--- src/rtl/mem_test_sequencer_pkg.sv ---
`default_nettype none
// +----------------------------------------------------------------------+
// | mem_test_sequencer_pkg: FSM state and pattern-mode encodings         |
// | Rev 1.0                                                              |
// +----------------------------------------------------------------------+
package mem_test_sequencer_pkg;

  typedef logic [2:0] state_t;

  localparam state_t ST_IDLE    = 3'd0;
  localparam state_t ST_WRITE   = 3'd1;
  localparam state_t ST_READ    = 3'd2;
  localparam state_t ST_RD_WAIT = 3'd3;
  localparam state_t ST_DONE    = 3'd4;

  localparam logic [1:0] MODE_INCR    = 2'd0;
  localparam logic [1:0] MODE_ADDR    = 2'd1;
  localparam logic [1:0] MODE_CHECKER = 2'd2;
  localparam logic [1:0] MODE_WALK1   = 2'd3;

endpackage
`default_nettype wire

--- src/rtl/mem_test_sequencer_pattern_gen.sv ---
`default_nettype none
// +----------------------------------------------------------------------+
// | mts_pattern_gen: combinational test pattern pat(i, addr, mode)       |
// | Rev 1.0                                                              |
// +----------------------------------------------------------------------+
module mts_pattern_gen import mem_test_sequencer_pkg::*; #(
  parameter int unsigned DATA_W = 2,
  parameter int unsigned ADDR_W = 2,
  parameter int unsigned IDX_W  = 2
) (
  input  logic [IDX_W-1:0]  idx_i,
  input  logic [ADDR_W-1:0] addr_i,
  input  logic [1:0]        mode_i,
  output logic [DATA_W-1:0] pat_o
);

  logic [DATA_W-1:0] chk;
  logic [DATA_W-1:0] walk;

  always_comb begin
    chk = '0;
    // Even index gives ...1010, odd index gives ...0101
    for (int k = 0; k < DATA_W; k++) begin
      chk[k] = ((k % 2) == 1) ^ idx_i[0];
    end
    walk = DATA_W'(1) << (32'(idx_i) % DATA_W);
  end

  always_comb begin
    pat_o = '0;
    case (mode_i)
      MODE_INCR:    pat_o = DATA_W'(idx_i);
      MODE_ADDR:    pat_o = DATA_W'(addr_i);
      MODE_CHECKER: pat_o = chk;
      default:      pat_o = walk;
    endcase
  end

endmodule
`default_nettype wire

--- src/rtl/mem_test_sequencer.sv ---
`default_nettype none
// +----------------------------------------------------------------------+
// | mem_test_sequencer: write/read-back memory test with pass/fail count |
// | Rev 1.0                                                              |
// +----------------------------------------------------------------------+
module mem_test_sequencer import mem_test_sequencer_pkg::*; #(
  parameter int unsigned ADDR_W    = 2,
  parameter int unsigned DATA_W    = 2,
  parameter int unsigned NUM_ADDR  = 4,
  parameter int unsigned BASE_ADDR = 0,
  parameter int unsigned CNT_W     = 8
) (
  input  logic              clk,
  input  logic              rst,
  input  logic              start,
  input  logic [1:0]        mode,
  output logic              req_valid,
  input  logic              req_ready,
  output logic              req_we,
  output logic [ADDR_W-1:0] req_addr,
  output logic [DATA_W-1:0] req_wdata,
  input  logic              rsp_valid,
  input  logic [DATA_W-1:0] rsp_rdata,
  output logic              busy,
  output logic              done,
  output logic [CNT_W-1:0]  pass_cnt,
  output logic [CNT_W-1:0]  fail_cnt,
  output logic [ADDR_W-1:0] first_fail_addr,
  output logic              fail_seen
);

  localparam int unsigned      IDX_W    = (NUM_ADDR > 1) ? $clog2(NUM_ADDR) : 1;
  localparam logic [IDX_W-1:0] LAST_IDX = IDX_W'(NUM_ADDR - 1);

  state_t             state_q, state_d;
  logic [IDX_W-1:0]   idx_q, idx_d;
  logic [1:0]         mode_q, mode_d;
  logic [CNT_W-1:0]   pass_q, pass_d;
  logic [CNT_W-1:0]   fail_q, fail_d;
  logic [ADDR_W-1:0]  ffa_q, ffa_d;
  logic               seen_q, seen_d;

  logic [ADDR_W-1:0]  cur_addr;
  logic [DATA_W-1:0]  pat;
  logic               last;

  assign cur_addr = ADDR_W'(BASE_ADDR) + ADDR_W'(idx_q);
  assign last     = (idx_q == LAST_IDX);

  mts_pattern_gen #(
    .DATA_W (DATA_W),
    .ADDR_W (ADDR_W),
    .IDX_W  (IDX_W)
  ) u_pattern_gen (
    .idx_i  (idx_q),
    .addr_i (cur_addr),
    .mode_i (mode_q),
    .pat_o  (pat)
  );

  always_ff @(posedge clk or posedge rst) begin
    if (rst) begin
      state_q <= ST_IDLE;
    end else begin
      state_q <= state_d;
    end
  end

  always_comb begin
    state_d = state_q;
    case (state_q)
      ST_IDLE, ST_DONE: if (start)     state_d = ST_WRITE;
      ST_WRITE:   if (req_ready && last) state_d = ST_READ;
      ST_READ:    if (req_ready)       state_d = ST_RD_WAIT;
      ST_RD_WAIT: if (rsp_valid)       state_d = last ? ST_DONE : ST_READ;
      default:                         state_d = ST_IDLE;
    endcase
  end

  always_comb begin
    req_valid = (state_q == ST_WRITE) || (state_q == ST_READ);
    req_we    = (state_q == ST_WRITE);
    busy      = (state_q == ST_WRITE) || (state_q == ST_READ) || (state_q == ST_RD_WAIT);
    done      = (state_q == ST_DONE);
    // Bus fields read as zero whenever no request is presented
    req_addr  = req_valid ? cur_addr : '0;
    req_wdata = req_we ? pat : '0;
  end

  always_comb begin
    idx_d  = idx_q;
    mode_d = mode_q;
    pass_d = pass_q;
    fail_d = fail_q;
    ffa_d  = ffa_q;
    seen_d = seen_q;
    case (state_q)
      ST_IDLE, ST_DONE: begin
        if (start) begin
          mode_d = mode;
          idx_d  = '0;
          pass_d = '0;
          fail_d = '0;
          ffa_d  = '0;
          seen_d = 1'b0;
        end
      end
      ST_WRITE: begin
        if (req_ready) idx_d = last ? '0 : idx_q + IDX_W'(1);
      end
      ST_RD_WAIT: begin
        if (rsp_valid) begin
          if (rsp_rdata == pat) begin
            pass_d = (pass_q == '1) ? pass_q : pass_q + CNT_W'(1);
          end else begin
            fail_d = (fail_q == '1) ? fail_q : fail_q + CNT_W'(1);
            if (!seen_q) begin
              seen_d = 1'b1;
              ffa_d  = cur_addr;
            end
          end
          idx_d = last ? '0 : idx_q + IDX_W'(1);
        end
      end
      default: ;
    endcase
  end

  always_ff @(posedge clk or posedge rst) begin
    if (rst) begin
      idx_q  <= '0;
      mode_q <= '0;
      pass_q <= '0;
      fail_q <= '0;
      ffa_q  <= '0;
      seen_q <= 1'b0;
    end else begin
      idx_q  <= idx_d;
      mode_q <= mode_d;
      pass_q <= pass_d;
      fail_q <= fail_d;
      ffa_q  <= ffa_d;
      seen_q <= seen_d;
    end
  end

  assign pass_cnt        = pass_q;
  assign fail_cnt        = fail_q;
  assign first_fail_addr = ffa_q;
  assign fail_seen       = seen_q;

endmodule
`default_nettype wire

--- config.mk ---
export PLATFORM = sky130hd
export DESIGN_NAME = mem_test_sequencer
export DESIGN_NICKNAME = d
export VERILOG_FILES = /design/src/rtl/mem_test_sequencer_pkg.sv /design/src/rtl/mem_test_sequencer_pattern_gen.sv /design/src/rtl/mem_test_sequencer.sv
export SDC_FILE = /design/constraint.sdc
export NUM_CORES = 1
export LEC_CHECK = 0
export CORE_ASPECT_RATIO = 2
export CORE_MARGIN = 10
export CORE_UTILIZATION = 50
export CTS_BUF_LIST = sky130_fd_sc_hd__clkbuf_2
export DETAILED_ROUTE_END_ITERATION = 12
export GPL_ROUTABILITY_DRIVEN = 0
export GPL_TIMING_DRIVEN = 0
export PLACE_DENSITY = 0.91
export SLEW_MARGIN = 30
export SYNTH_ARGS = -nofsm -noshare
export SYNTH_HDL_FRONTEND = slang
export SYNTH_SLANG_ARGS = --single-unit
--- constraint.sdc ---
create_clock -name clk -period 3.3 [get_ports clk]
set_input_delay 0.33 -clock clk [delete_from_list [all_inputs] [get_ports clk]]
set_output_delay 0.33 -clock clk [all_outputs]
set_load 0.02 [all_outputs]
[Yosys cells after proc, flatten, opt, wreduce, memory -nomap -nowiden]
Cells that the tools add are included.
Word-level totals
  flip-flop bits (word level): 26
  output and inout port bits: 27
  logic and storage cells: 79
Cells by class
  add/subtract/negate cells: 3
  eq/ne operators: 20
  shifts and indexed selects: 1
  mux-type cells: 31
  bitwise operators: 1
  reductions and logical operators: 16
Operator list (number)
  two-way mux 8 bit: 7
  one-hot mux 8 bit (2 select lines): 2
  two-way mux 2 bit: 9
  adder 8 x 1 -> 8 bit, second input constant: 2
  == test 8 bit, second input constant: 2
  inequality test 2 bit, second input constant: 8
  two-way mux 3 bit: 5
  AND reduction 5 bit: 3
  one-hot mux 3 bit (4 select lines): 1
  AND reduction 4 bit: 3
  one-hot mux 2 bit (2 select lines): 2
  == test 3 x 2 -> 1 bit, second input constant: 2
  one-hot mux 2 bit (3 select lines): 1
  == test 2 bit, second input constant: 2
  inequality test 2 x 1 -> 1 bit, second input constant: 2
  OR reduction 2 bit: 2
  == test 3 x 1 -> 1 bit, second input constant: 1
  == test 3 bit, second input constant: 1
  logical NOT 3 bit: 1
  two-way mux 1 bit: 3
  nonzero test 3 bit: 1
  adder 2 x 1 -> 2 bit, second input constant: 1
  == test 2 x 1 -> 1 bit, second input constant: 1
  == test 2 bit: 1
  8 further kinds: 9

[Longest topological paths before layout]
Gate-level depths: netlist of the first run.
  depth after elaboration: 7
  depth in mapped cells: 8

[Cells and area by module]
From an unflattened synthesis of the first run, not the netlist that was laid out.
Second synthesis, totals
  cell total of the unflattened synthesis: 170
  area, all modules: 1612.8 um2
Modules (own cells, without submodules)
  mem_test_sequencer: times used 1, cells an instance 162, area an instance 1567.8 um2
  mts_pattern_gen: times used 1, cells an instance 8, area an instance 45.0 um2

[Worst setup path after synthesis of the first run]
Ideal clock, no wire load.
  path kind: register -> register
  from: reg state_q[0]
  to: reg pass_q[6] (netlist: pass_cnt[6])
  setup time: 78 ps
  data arrival time: 2133 ps
  slack: 1089 ps
  cell stages (with the launch flop): 9
  cell sequence: dfrtp_1 buf_6 or3b_1 buf_2 o2bb2ai_2 or3_1 buf_2 or4_1 a21oi_1
On the way
  cells in the longest elaborated chain, start to end: 4
  elaborated cells on any way between the ends: 11
RTL lines
  start, declared: RTL line mem_test_sequencer.sv:35  | state_t state_q, state_d;
  start signal, assigned: RTL line mem_test_sequencer.sv:65  | state_q <= state_d;
  == test 3 bit or logical NOT 3 bit (tied branches): RTL line mem_test_sequencer.sv:97  | case (state_q)
  OR reduction 2 bit: RTL line mem_test_sequencer.sv:97
  inequality test 2 bit (no line) or nonzero test 2 bit (tied branches)
  AND reduction 5 bit (no line)
  end signal, assigned: RTL line mem_test_sequencer.sv:140  | pass_q <= pass_d;
  end, declared: RTL line mem_test_sequencer.sv:38  | logic [CNT_W-1:0] pass_q, pass_d;
Parallel ways exist; a longest one is shown, timed or not.
A chain may end at the register's enable or synchronous reset.

[Worst setup path after layout of the first run]
  from: reg idx_q[0]
  to: out req_wdata[1]
On the way
  cells in the longest elaborated chain, start to end: 3
  elaborated cells on any way between the ends: 4
RTL lines
  start, declared: RTL line mem_test_sequencer.sv:36  | logic [IDX_W-1:0] idx_q, idx_d;
  start signal, assigned: RTL line mem_test_sequencer.sv:138  | idx_q <= idx_d;
  << shifter 1 x 1 -> 2 bit or NOT 1 bit (tied branches)
  one-hot mux 2 bit (2 select lines) (*): RTL line mem_test_sequencer_pattern_gen.sv:31  | case (mode_i)
  two-way mux 2 bit (*): RTL line mem_test_sequencer.sv:87  | req_wdata = req_we ? pat : '0;
  end, declared: RTL line mem_test_sequencer.sv:21  | output logic [DATA_W-1:0] req_wdata,
Mark *: on every way between the ends. The rest lies on a longest branch, timed or not.

==> results of run 1 <==
how the worst max path moves through the flow:
stage	from	end	slack (ns)	cells after the start
after floorplan	state_q[0]$_DFFE_PP0P_	pass_cnt[6]$_DFFE_PP0P_	1.09	8
after global placement	start	pass_cnt[6]$_DFFE_PP0P_	0.68	8
after detailed placement	start	pass_cnt[6]$_DFFE_PP0P_	0.65	8
after CTS	idx_q[0]$_DFFE_PP0P_	req_wdata[1]	0.70	6
after global routing	idx_q[0]$_DFFE_PP0P_	req_wdata[1]	0.50	6
final	idx_q[0]$_DFFE_PP0P_	req_wdata[1]	0.68	6
layout make-up:
| type | count | area, um^2 | area share, % |
|---|---|---|---|
| well taps | 30 | 37.5 | 1.92 |
| plain buffers | 9 | 45.0 | 2.30 |
| clock inverters | 1 | 3.75 | 0.192 |
| flip-flops and latches | 26 | 651 | 33.2 |
| repair buffers | 35 | 350 | 17.9 |
| multi-input cells | 137 | 830 | 42.4 |
| inverters | 7 | 26.3 | 1.34 |
| clock buffers | 3 | 15.0 | 0.767 |
synth_stat cells, types with 5 or more instances:
cell type	number	area, um^2
nor2_1	16	60.1
nand2_1	31	116
mux2i_1	5	50.1
inv_1	7	26.3
nand3_1	6	30.0
and2_1	5	31.3
a21oi_1	11	55.1
dfrtp_1	26	651
o21ai_0	5	25.0
or3_1	5	31.3
registers in the layout, indices dropped and copies added (netlist names):
| register | flops |
|---|---|
| mode_q | 2 |
| idx_q | 2 |
| pass_cnt | 8 |
| first_fail_addr | 2 |
| state_q | 3 |
| fail_cnt | 8 |
| fail_seen | 1 |
stage by stage:
| step | area, um^2 | hold slack [ns] |
|---|---|---|
| after global routing | 1960 | 0.327 |
| after floorplan | 1550 | 0.370 |
| after global placement | 1940 | 0.520 |
| final | 1960 | 0.280 |
| after CTS | 1960 | 0.322 |
| after detailed placement | 1940 | 0.531 |
cells by family (layout without fill, tap and decap cells):
| kind of cell | count (synthesis) | after routing | share of synthesized area, % |
|---|---|---|---|
| mux | 5 | 5 | 3.23 |
| simple gates | 86 | 86 | 27.7 |
| fa+ha+maj | 3 | 3 | 2.42 |
| flops | 26 | 26 | 41.9 |
| xor+xnor | 6 | 6 | 3.39 |
| compound gates | 37 | 37 | 16.7 |
| buf+inv | 16 | 55 | 4.60 |
where the power goes:
group	switching (uW)	total [uW]	internal, uW
sequential	67.7	448	380
clock	97.6	124	26.3
combinational	440	761	322
total	605	1330	728
per-layer routing:
layer  part of all wire [%]  track usage, %  vias up  wire length (um)
met5                      0               0        -                 0
met4                    2.6            6.04        0               100
met3                    4.5            2.70       13               176
met2                     55            24.5       46              2160
met1                     38            14.3      703              1480
li1                       -               -      724                 -
==> impl_results.md, run 1 <==
- Status: finished clean
- First-pass GRT wire length: 6640 um
- CP Data Arrival Time: 2.29 ns
- Detailed-route via count: 1486
- Maximum root-to-sink buffer count: 2
- Cell count after synthesis: 179
- Fin. Hold Viols: 0
- Die area: 5870 um^2
- Final Max Tran Viols: 0
- Mapped Nets: 191
- Antenna Cells: 0
- CP max stage delay: 0.64 ns
- DRT Pass-1 Iters: 4
- LEAKAGE: 0.000845 uW
- Fill cells: 258
- Cts repair resizes: 0
- Part of the cycle the worst path needs: 79.3%
- EDFF count, synth: 0
- Post-route ant nets: 0
- Die Y: 98.8 um
- Final Core Density: 65.8%
- Commonest non-fill, non-tap cell in the layout: clkdlybuf4s50_1
- Final #Nets: 231
- Most frequent cells in the layout: 35 x clkdlybuf4s50_1, 31 x nand2_1, 26 x dfrtp_1
- TritonCTS clock tree: built
- Clk_lat worst skew: 0.37 ns
- Syn_area_per_cell: 8.67 um^2
- Std-Cell Rows: 28
- Initial antenna violation count: 0
- Boundary Pins: 36
- Num Clock Sinks: 26
- Setup TNS: 0 ns
- WP data required: 2.97 ns
- HPWL Detailed: 3080 um
- Ys flop type: dfrtp_1
- DIE WIDTH: 59.4 um
- Clock skew: 0.0183 ns
- Min-Delay Path Class: input port to asynchronous set/reset pin
- R2r startpoint: state_q[0]$_DFFE_PP0P_
- Drt first-iter violations: 35
- Vias per cell: 5.99
- Vias in the first global route: 1500
- Setup WS post-layout: 0.684 ns
- Tmin final: 2.62 ns
- Initial Util: 52.1%
- Critical path peak fanout: 9
- Asr flop ratio synth: 100%
- Seq/Total Area, Yosys: 41.9%
- Netlist cell types: 40
- Area of the core: 2980 um^2
- CTS Root Cell: clkbuf_2
- FF-to-FF End: pass_cnt[6]$_DFFE_PP0P_
- Cts bufs inserted: 3
- R2R setup slack: 0.86 ns
- Crit path kind: flip-flop to output pin
- Synthesized cell area: 1550 um^2
- Non-Filler Instances: 248
- Worst-margin pin slew: 0.546 ns
- Cells after DPL: 244
- FF-to-FF path depth: 8
- Startpoint types: flip-flop
- Maximum VDD drop: 0.649 mV
- Power density cells: 681 nW/um^2
- CTS clk-pin slew, worst paths: 0.26 ns
- Crit path cell chain: clkbuf_1 -> xor2_1 -> nor2_1 -> a21oi_1 -> nor3_1 -> clkdlybuf4s50_1
- Post-CTS Setup Repair Bufs: 0
- Place WS: 0.653 ns
- CTS Hold Bufs: 0
- Layout cells sized above 1: 4.59%
- Total power: 1330 uW
- Synthesis warning total: 0
- Count of state elements after synthesis: 26
- Routed WL per cell: 15.8 um
- CP Capture Type: output pin
- # setup viols final: 0
- GRT Util Overall: 13.7%
- Area grow syn2layout: 26.2%
- Grt ovf: 0
- Worst path top cell family by delay: buffers and inverters
- Largest net degree at the start of global routing: 27
- Final wirelength: 3910 um
- Rel. slew slack: 63.3%
- RSZ-0062 raised after global routing: no
- # H-tree levels: 1
- Buf/Inv on CP: 2
- Drc violations: 0
- Fmax achieved: 382 MHz
- I/O Buffers: 35
- CP max-delay cell: clkdlybuf4s50_1
- Max-cap violations: 0
No activity file was read; power rests on OpenSTA's default activity.
==> run 2: changes to the inputs <==
==> constraint.sdc (replaced) <==
create_clock -name clk -period 2.5 [get_ports clk]
set_input_delay 0.25 -clock clk [delete_from_list [all_inputs] [get_ports clk]]
set_output_delay 0.25 -clock clk [all_outputs]
set_load 0.02 [all_outputs]
==> run 2 against run 1 <==
Compared with the run above:
- cell area increased by 0.64%
- cell count fell by 0.40%
- die area stayed put
- count of clock-buffer cells in the layout unchanged
- combinational power grew 30%
- clock skew rose by 0.0097 ns
- core utilization up 0.42 points
- via count increased by 0.74%
- sequential cell count unchanged
- clock power grew 34%
- global-route usage fell by 0.10 points
- largest cell class unchanged
- highest routed layer unchanged
==> impl_results.md, run 2 (synthesized netlist as in run 1, its figures left out) <==
- Status: finished clean
- Commonest non-fill, non-tap cell in the layout: clkdlybuf4s50_1
- Antenna Cells: 0
- Power density cells: 896 nW/um^2
- Area of the core: 2980 um^2
- RSZ-0062 raised after global routing: no
- CP max stage delay: 0.45 ns
- TritonCTS clock tree: built
- Clock skew: 0.0280 ns
- # setup viols final: 0
- Maximum VDD drop: 0.749 mV
- DIE WIDTH: 59.4 um
- Post-route ant nets: 0
- Routed WL per cell: 16.0 um
- Min-Delay Path Class: input port to asynchronous set/reset pin
- WP data required: 2.80 ns
- Max-cap violations: 0
- FF-to-FF path depth: 8
- CTS clk-pin slew, worst paths: 0.27 ns
- R2R setup slack: 0.05 ns
- Num Clock Sinks: 26
- Worst path top cell family by delay: simple AND/OR/NAND/NOR gates
- Most frequent cells in the layout: 33 x clkdlybuf4s50_1, 31 x nand2_1, 25 x dfrtp_1
- CP max-delay cell: dfrtp_1
- Clk_lat worst skew: 0.37 ns
- HPWL Detailed: 3080 um
- DP Area: 1940 um^2
- Final wirelength: 3960 um
- Fin. Hold Viols: 0
- Critical path peak fanout: 10
- Die area: 5870 um^2
- Startpoint types: flip-flop
- Area grow syn2layout: 27.0%
- GRT Util Overall: 13.6%
- CP Data Arrival Time: 2.75 ns
- I/O Buffers: 35
- Detailed-route via count: 1497
- Die Y: 98.8 um
- Rel. slew slack: 63.1%
- Largest net degree at the start of global routing: 27
- FF-to-FF End: pass_cnt[6]$_DFFE_PP0P_
- Part of the cycle the worst path needs: 97.9%
- Drc violations: 0
- LEAKAGE: 0.000880 uW
- Initial antenna violation count: 0
- Setup TNS: 0 ns
- First-pass GRT wire length: 6620 um
- Final #Nets: 230
- Boundary Pins: 36
- Fmax achieved: 409 MHz
- CTS Root Cell: clkbuf_2
- # H-tree levels: 1
- Layout cells sized above 1: 5.99%
- Grt ovf: 0
- Cts bufs inserted: 3
- CP Capture Type: flip-flop
- Crit path cell chain: buf_6 -> or3b_1 -> buf_4 -> o2bb2ai_2 -> or3_1 -> clkbuf_4 -> or4_1 -> a21oi_2
- Worst-margin pin slew: 0.550 ns
- Crit path kind: flip-flop to flip-flop
- Final Max Tran Viols: 0
- R2r startpoint: state_q[0]$_DFFE_PP0P_
- DRT Pass-1 Iters: 4
- Tmin final: 2.45 ns
- Final hold slack: 0.188 ns
- Std-Cell Rows: 28
- Vias per cell: 6.06
- Total power: 1770 uW
- Drt first-iter violations: 59
- Vias in the first global route: 1490
- Maximum root-to-sink buffer count: 2
- Buf/Inv on CP: 3
- Final instance area: 1970 um^2
- CTS Hold Bufs: 0
- Post-CTS Setup Repair Bufs: 0
- Initial Util: 52.1%
==> run 2: cell types whose count changed in the layout (fill, tap and decap cells not counted) <==
cell / previous run / this run
buf_1: 1 / 0
a21oi_1: 11 / 10
dlymetal6s2s_1: 0 / 2
dfrtp_1: 26 / 25
clkdlybuf4s50_1: 35 / 33
buf_4: 0 / 1
dfrtp_2: 0 / 1
a21oi_2: 0 / 1
clkbuf_2: 3 / 4
clkbuf_4: 0 / 1
buf_2: 3 / 1
clkbuf_1: 4 / 3
==> run 2: cell type report <==
class,instances,area [um^2]
fillers,253,1010
multi-input cells,137,833
flip-flops and latches,26,652
repair buffers,35,355
plain buffers,8,47.5
well taps,30,37.5
inverters,7,26.3
clock buffers,3,15.0
clock inverters,1,3.75
==> run 2: where the power goes <==
part / leakage [uW] / switching [uW] / internal, uW
clock network: 0.0000140 / 131 / 34.7
logic: 0.000518 / 565 / 424
registers: 0.000348 / 108 / 503
==> run 2: routing by layer <==
metal	global-route usage, %	vias up	part of all wire [%]
li1	-	724	-
met1	14.4	712	38
met2	24.5	47	54
met3	2.31	14	4.8
met4	5.68	0	2.8
met5	0	-	0
==> run 2: timing repair <==
item	in CTS	in global routing
pin swaps	0	1
gates resized for setup	0	8
gates cloned	0	0
setup endpoints to repair	1	5
==> run 2: per-stage QoR <==
step                      util, %  instances  worst slack (ns)
after floorplan                 -        179             0.289
after global routing         66.2        247            0.0207
final                        66.2        247            0.0525
after CTS                    65.6        247            0.0215
after detailed placement     65.1        244           -0.0671
after global placement       65.1        244           -0.0427
==> run 2: worst max-delay path by stage <==
stage                                 startpoint                 endpoint  slack (ns)  depth (start not counted)
after floorplan           state_q[0]$_DFFE_PP0P_  pass_cnt[6]$_DFFE_PP0P_        0.29                          8
after global placement                     start  pass_cnt[6]$_DFFE_PP0P_       -0.04                          8
after detailed placement                   start  pass_cnt[6]$_DFFE_PP0P_       -0.07                          8
after CTS                 state_q[1]$_DFFE_PP0P_              req_addr[0]        0.02                          5
after global routing      state_q[0]$_DFFE_PP0P_  pass_cnt[6]$_DFFE_PP0P_        0.02                          8
final                     state_q[0]$_DFFE_PP0P_  pass_cnt[6]$_DFFE_PP0P_        0.05                          8
